==> config.mk <==
export PLATFORM = sky130hd
export DESIGN_NAME = adder_scheduler
export DESIGN_NICKNAME = d
export VERILOG_FILES = /design/src/rtl/adder_scheduler.sv
export SDC_FILE = /design/constraint.sdc
export NUM_CORES = 1
export LEC_CHECK = 0
export BUFFER_PORTS_ARGS = -buffer_cell sky130_fd_sc_hd__buf_2
export CAP_MARGIN = 20
export CORE_ASPECT_RATIO = 2
export CORE_MARGIN = 3
export CORE_UTILIZATION = 53
export DETAILED_ROUTE_END_ITERATION = 8
export PLACE_DENSITY = 0.79
export REMOVE_ABC_BUFFERS = 1
export SKIP_LAST_GASP = 1
export SYNTH_ARGS = -nofsm -noshare
export SYNTH_HDL_FRONTEND = slang
export SYNTH_SLANG_ARGS = --single-unit
==> constraint.sdc <==
create_clock -name clk -period 3.3 [get_ports clk]
set_input_delay 0 -clock clk [delete_from_list [all_inputs] [get_ports clk]]
set_output_delay 0 -clock clk [all_outputs]
set_load 0.01 [all_outputs]
==> src/rtl/adder_scheduler.sv <==
// adder_scheduler: round-robin scheduler that shares one 4-bit parallel_adder
// between two requesters. A W-bit addition (W = 4*NIBBLES) is done one nibble
// per cycle, LSB nibble first, with the carry held in a register between cycles.
//
// Ports:
//   clk, reset            - rising-edge clock, synchronous active-high reset
//   req0, a0, b0, cin0    - requester 0 request and operands
//   req1, a1, b1, cin1    - requester 1 request and operands
//   grant0, grant1        - one-cycle pulse: that requester's operands are latched
//   busy                  - high while an operation is in ADD or DONE
//   sum, carryOut         - result of the last completed operation (held)
//   done                  - one-cycle pulse: sum/carryOut hold a new result
//   doneId                - requester that owns the current result

// parallel_adder: 4-bit combinational adder with carry in/out.
module parallel_adder (
  input  logic [3:0] a,
  input  logic [3:0] b,
  input  logic       carryIn,
  output logic [3:0] sum,
  output logic       carryOut
);
  assign {carryOut, sum} = {1'b0, a} + {1'b0, b} + {4'b0000, carryIn};
endmodule

module adder_scheduler #(
  parameter  int NIBBLES = 4,
  localparam int W       = 4 * NIBBLES
) (
  input  logic         clk,
  input  logic         reset,
  input  logic         req0,
  input  logic [W-1:0] a0,
  input  logic [W-1:0] b0,
  input  logic         cin0,
  input  logic         req1,
  input  logic [W-1:0] a1,
  input  logic [W-1:0] b1,
  input  logic         cin1,
  output logic         grant0,
  output logic         grant1,
  output logic         busy,
  output logic [W-1:0] sum,
  output logic         carryOut,
  output logic         done,
  output logic         doneId
);

  localparam int IDXW = (NIBBLES > 1) ? $clog2(NIBBLES) : 1;
  localparam logic [IDXW-1:0] LAST_IDX = IDXW'(NIBBLES - 1);
  localparam logic [IDXW-1:0] IDX_ONE  = IDXW'(1);

  localparam logic [1:0] S_IDLE = 2'd0;
  localparam logic [1:0] S_ADD  = 2'd1;
  localparam logic [1:0] S_DONE = 2'd2;

  logic [1:0]      state_q,  state_d;
  logic [W-1:0]    op_a_q,   op_a_d;
  logic [W-1:0]    op_b_q,   op_b_d;
  logic [W-1:0]    part_q,   part_d;
  logic            carry_q,  carry_d;
  logic [IDXW-1:0] idx_q,    idx_d;
  logic            last_q,   last_d;
  logic            gid_q,    gid_d;
  logic [W-1:0]    sum_q,    sum_d;
  logic            cout_q,   cout_d;
  logic            done_q,   done_d;
  logic            did_q,    did_d;
  logic            grant0_q, grant0_d;
  logic            grant1_q, grant1_d;
  logic            busy_q,   busy_d;

  logic [3:0]      add_a_s;
  logic [3:0]      add_b_s;
  logic [3:0]      add_sum_s;
  logic            add_co_s;
  logic            win_s;

  // The shared adder always sees the current nibble; its result is only
  // consumed in ADD, so driving it in other states is harmless.
  assign add_a_s = op_a_q[{idx_q, 2'b00} +: 4];
  assign add_b_s = op_b_q[{idx_q, 2'b00} +: 4];

  parallel_adder u_adder (
    .a        (add_a_s),
    .b        (add_b_s),
    .carryIn  (carry_q),
    .sum      (add_sum_s),
    .carryOut (add_co_s)
  );

  // Arbitration: a lone requester wins; on contention the requester that was
  // not granted last time wins.
  always_comb begin
    if (req0 && req1) begin
      win_s = ~last_q;
    end else begin
      win_s = req1;
    end
  end

  // Next-state and datapath logic for the IDLE/ADD/DONE sequencer.
  always_comb begin
    state_d  = state_q;
    op_a_d   = op_a_q;
    op_b_d   = op_b_q;
    part_d   = part_q;
    carry_d  = carry_q;
    idx_d    = idx_q;
    last_d   = last_q;
    gid_d    = gid_q;
    sum_d    = sum_q;
    cout_d   = cout_q;
    did_d    = did_q;
    done_d   = 1'b0;
    grant0_d = 1'b0;
    grant1_d = 1'b0;
    busy_d   = 1'b0;
    case (state_q)
      S_IDLE: begin
        if (req0 || req1) begin
          state_d  = S_ADD;
          op_a_d   = win_s ? a1 : a0;
          op_b_d   = win_s ? b1 : b0;
          carry_d  = win_s ? cin1 : cin0;
          idx_d    = {IDXW{1'b0}};
          last_d   = win_s;
          gid_d    = win_s;
          grant0_d = ~win_s;
          grant1_d = win_s;
          busy_d   = 1'b1;
        end else begin
          state_d = S_IDLE;
        end
      end
      S_ADD: begin
        busy_d                    = 1'b1;
        part_d[{idx_q, 2'b00} +: 4] = add_sum_s;
        carry_d                   = add_co_s;
        idx_d                     = idx_q + IDX_ONE;
        if (idx_q == LAST_IDX) begin
          // Publish the completed result; partials never reach sum.
          state_d = S_DONE;
          sum_d   = part_d;
          cout_d  = add_co_s;
          did_d   = gid_q;
          done_d  = 1'b1;
          idx_d   = {IDXW{1'b0}};
        end else begin
          state_d = S_ADD;
        end
      end
      S_DONE: begin
        state_d = S_IDLE;
      end
      default: begin
        state_d = S_IDLE;
      end
    endcase
  end

  // State registers with synchronous reset that drops any in-flight operation.
  always_ff @(posedge clk) begin
    if (reset) begin
      state_q  <= S_IDLE;
      op_a_q   <= {W{1'b0}};
      op_b_q   <= {W{1'b0}};
      part_q   <= {W{1'b0}};
      carry_q  <= 1'b0;
      idx_q    <= {IDXW{1'b0}};
      last_q   <= 1'b1;
      gid_q    <= 1'b0;
      sum_q    <= {W{1'b0}};
      cout_q   <= 1'b0;
      did_q    <= 1'b0;
      done_q   <= 1'b0;
      grant0_q <= 1'b0;
      grant1_q <= 1'b0;
      busy_q   <= 1'b0;
    end else begin
      state_q  <= state_d;
      op_a_q   <= op_a_d;
      op_b_q   <= op_b_d;
      part_q   <= part_d;
      carry_q  <= carry_d;
      idx_q    <= idx_d;
      last_q   <= last_d;
      gid_q    <= gid_d;
      sum_q    <= sum_d;
      cout_q   <= cout_d;
      did_q    <= did_d;
      done_q   <= done_d;
      grant0_q <= grant0_d;
      grant1_q <= grant1_d;
      busy_q   <= busy_d;
    end
  end

  assign grant0   = grant0_q;
  assign grant1   = grant1_q;
  assign busy     = busy_q;
  assign sum      = sum_q;
  assign carryOut = cout_q;
  assign done     = done_q;
  assign doneId   = did_q;

endmodule
==> run metrics <==
result of the run=finished, final reports clean; min Tclk post-route=2.80 ns; highest clock frequency the design can meet=0.357 GHz; met2 routing resource usage after global routing=40.1%; Final setup viols=0; Slew HR=about half; half-perimeter wire length after detailed placement=6270 um; Data required, critical path=3.51 ns; Skew-Pair Late Insertion Delay=0.34 ns; clock tree from TritonCTS=built; via total after detailed routing=just over 3000; starting density of the core=a little under three fifths; vertical die dimension=124 um; cell chosen for the clock root=sky130_fd_sc_hd__clkbuf_16; Mapped Area=3720 um^2; dominant register cell in the synthesized netlist=sky130_fd_sc_hd__dfxtp_1; cts bufs inserted=9; input/output buffers=91; DIE AREA=about 8100 um^2; transition time of the tightest slew-check pin=0.773 ns; Max Root-Sink Buffers=2; DRC viols=0; area share of the largest cell type after synthesis=41.5%; met1 layer usage reported by global route=around a quarter; reg-to-reg critical path startpoint=idx_q[0]$_SDFFE_PP0P_; terminus of the critical flop-to-flop path=sum[7]$_SDFFE_PP0P_; count of inserted antenna diode cells=0; ratio of cells with drive above 1 in the final layout=29.9%; endpoint class of the critical path=flop; final hold violation count=0; final slew viol count=0; critical path class=reg2reg; number of max-capacitance violations reported=0; DP Area=4170 um^2; Final ANT Viol Nets=0; sequential element share of the synthesized area=around two fifths; worst min-delay path category=in2reg; DR WL/cell=about 16 um; Boundary Pins=92; Cell variety after synth=45; vias in the first global route=about 3100; Peak supply drop=0.312 mV; post-synthesis instance total=379; GR Layer Usage met3=4.78%; Filler Cells Inserted=565; setup repair after global routing missed its margin=false; cell leakage power=between 1.5 and 2 nW; EDFF count, synth=0; total chip power=~0.0024 W; number of vias per cell after detailed routing=5.60; worst hold margin=0.000976 ns; main area contributors after synthesis=sky130_fd_sc_hd__dfxtp_1 (41%), sky130_fd_sc_hd__mux2i_1 (8.6%), sky130_fd_sc_hd__a211oi_1 (7.7%); total power divided by cell area=roughly 530 nW/um^2; global-route wire length before repair=14400 um; number of warnings reported in the yosys synthesis log=0; source of the critical timing path=idx_q[0]$_SDFFE_PP0P_; number of H-tree branching levels=3; Reg2Reg Depth=7; area of all placed cells without fillers=4520 um^2; Setup crit end=sum[7]$_SDFFE_PP0P_; async set-reset flop share out of synthesis=0%; growth of design area from synthesis to finish=21.7%; die boundary width=65.2 um; total detailed-routing wirelength=8650 um; Final Instance Count excl. Fillers=approximately 560; buffer count from post-CTS setup fixing=0; pin count of the biggest net entering global routing=66; clock skew=0.00474 ns; Placed Cells=about 540; peak-usage layer in the global routing report=met2; CP arrival=roughly 3 ns; final sum of negative setup slack=0 ns; length of the first detailed-routing pass in iterations=4; nets=546; Core Rows=42; Num Clock Sinks=77; element type at the critical path start=flop; Post-Synthesis Mean Instance Area=between 9 and 10 um^2; DRT iter0 DRCs=181; worst-path maximum fanout=15; library cell occupying the most area in the post-synthesis netlist=sky130_fd_sc_hd__dfxtp_1; core footprint=6730 um^2; post-route clock period utilization=84.9%; GRT overflow=0; worst reg2reg setup slack=0.50 ns; number of register bits inferred by synthesis=77; routability cong.=0.898; clock transition at the registers of the reported paths=~0.05 ns; initial antenna violation count=0; all-layer global routing usage=around 23%; cts repair resizes=0
## worst min path at each step
stage,start,to,cells past startpoint
floorplan,reset,carryOut$_SDFFE_PP0P_,1
global placement,b0[10],op_b_q[10]$_SDFFE_PP0P_,3
detailed placement,b0[14],op_b_q[14]$_SDFFE_PP0P_,3
CTS,b0[11],op_b_q[11]$_SDFFE_PP0P_,3
global route,b1[12],op_b_q[12]$_SDFFE_PP0P_,3
finish,a0[11],op_a_q[11]$_SDFFE_PP0P_,3
## cell usage in the layout, fill, tap and decap left out, drive strengths merged, types with 2 or more instances in the layout
master	Yosys	routed
a21o	2	2
dlygate4sd3	0	7
nor3b	4	4
dfxtp	77	77
nand4	4	4
fa	2	2
a221oi	6	6
a21oi	15	15
nand2b	3	3
mux4	8	8
buf	19	98
nand2	19	19
inv	6	6
and2	2	2
mux2i	32	32
clkbuf	11	12
and3	3	3
nor2b	5	5
nor2	67	67
a31oi	3	3
nor3	12	12
a22oi	4	4
or3	2	2
a211oi	49	49
a32oi	6	6
ha	9	9
## through the flow
stage	setup WS, ns	util, %
after floorplan	0.0818	-
after global placement	0.577	62.0
after detailed placement	0.523	62.0
after CTS	0.495	67.2
after global routing	0.306	67.2
final	0.498	67.2
## registers in the layout, indices dropped and copies added, names as in the netlist, 2 cells and up
name and flops:
state_q 2, op_a_q 16, op_b_q 16, idx_q 2
part_q 16, sum 16
## layout make-up
type | count | area (um^2) | area share [%]
clock inverters | 2 | 35.0 | 0.775
repair buffers | 105 | 578 | 12.8
inverters | 6 | 22.5 | 0.498
clock buffers | 12 | 246 | 5.45
well taps | 88 | 110 | 2.43
flip-flops and latches | 77 | 1540 | 34.1
multi-input cells | 266 | 1990 | 44.0
## cells in the mapped netlist, types with 2 or more instances
cell,n
sky130_fd_sc_hd__dfxtp_1,77
sky130_fd_sc_hd__nor2_1,67
sky130_fd_sc_hd__a211oi_1,38
sky130_fd_sc_hd__mux2i_1,32
sky130_fd_sc_hd__nand2_1,18
sky130_fd_sc_hd__a21oi_1,15
sky130_fd_sc_hd__a211oi_2,11
sky130_fd_sc_hd__clkbuf_1,11
sky130_fd_sc_hd__buf_2,9
sky130_fd_sc_hd__ha_1,9
sky130_fd_sc_hd__nor3_1,9
sky130_fd_sc_hd__mux4_2,8
sky130_fd_sc_hd__a221oi_1,6
sky130_fd_sc_hd__a32oi_1,6
sky130_fd_sc_hd__inv_1,5
sky130_fd_sc_hd__nor2b_1,5
sky130_fd_sc_hd__a22oi_1,4
sky130_fd_sc_hd__buf_6,4
sky130_fd_sc_hd__nand4_1,4
sky130_fd_sc_hd__a31oi_1,3
sky130_fd_sc_hd__and3_1,3
sky130_fd_sc_hd__buf_1,3
sky130_fd_sc_hd__nand2b_1,3
sky130_fd_sc_hd__nor3b_1,3
sky130_fd_sc_hd__a21o_1,2
sky130_fd_sc_hd__buf_8,2
sky130_fd_sc_hd__fa_1,2
sky130_fd_sc_hd__nor3_2,2
sky130_fd_sc_hd__or3_1,2
## power by group
part	switching [W]	internal [W]	total, W
sequential	0.0000390	0.000993	0.00103
clock	0.000360	0.000596	0.000956
combinational	0.000229	0.000181	0.000410
## cell families after synthesis
| family | count (synthesis) | synth area share [%] |
|---|---|---|
| compound gates | 88 | 18.7 |
| xor+xnor | 1 | 0.236 |
| fa+ha+maj | 11 | 4.11 |
| buf+inv | 36 | 5.45 |
| flops | 77 | 41.5 |
| mux | 40 | 13.5 |
| simple gates | 126 | 16.6 |
## timing repair
action                                  CTS  global route
hold endpoints to repair                  6             0
endpoints found under the setup margin    0             0
hold buffers                              7             0
## layer usage
metal  wire, um  up-vias
li1           -     1556
met1       3160     1446
met2       4830       92
met3        372       18
met4        287        0
met5          0        -
## worst max-delay path, stage by stage (launching register included)
cell and delay [ns]:
sky130_fd_sc_hd__dfxtp_1 0.39, sky130_fd_sc_hd__buf_4 0.28, sky130_fd_sc_hd__mux4_2 0.54, sky130_fd_sc_hd__ha_1 0.36, sky130_fd_sc_hd__and3_1 0.19, sky130_fd_sc_hd__or3_1 0.51
sky130_fd_sc_hd__a32oi_1 0.31, sky130_fd_sc_hd__a211oi_2 0.10
No activity file was read; power rests on OpenSTA's default activity.
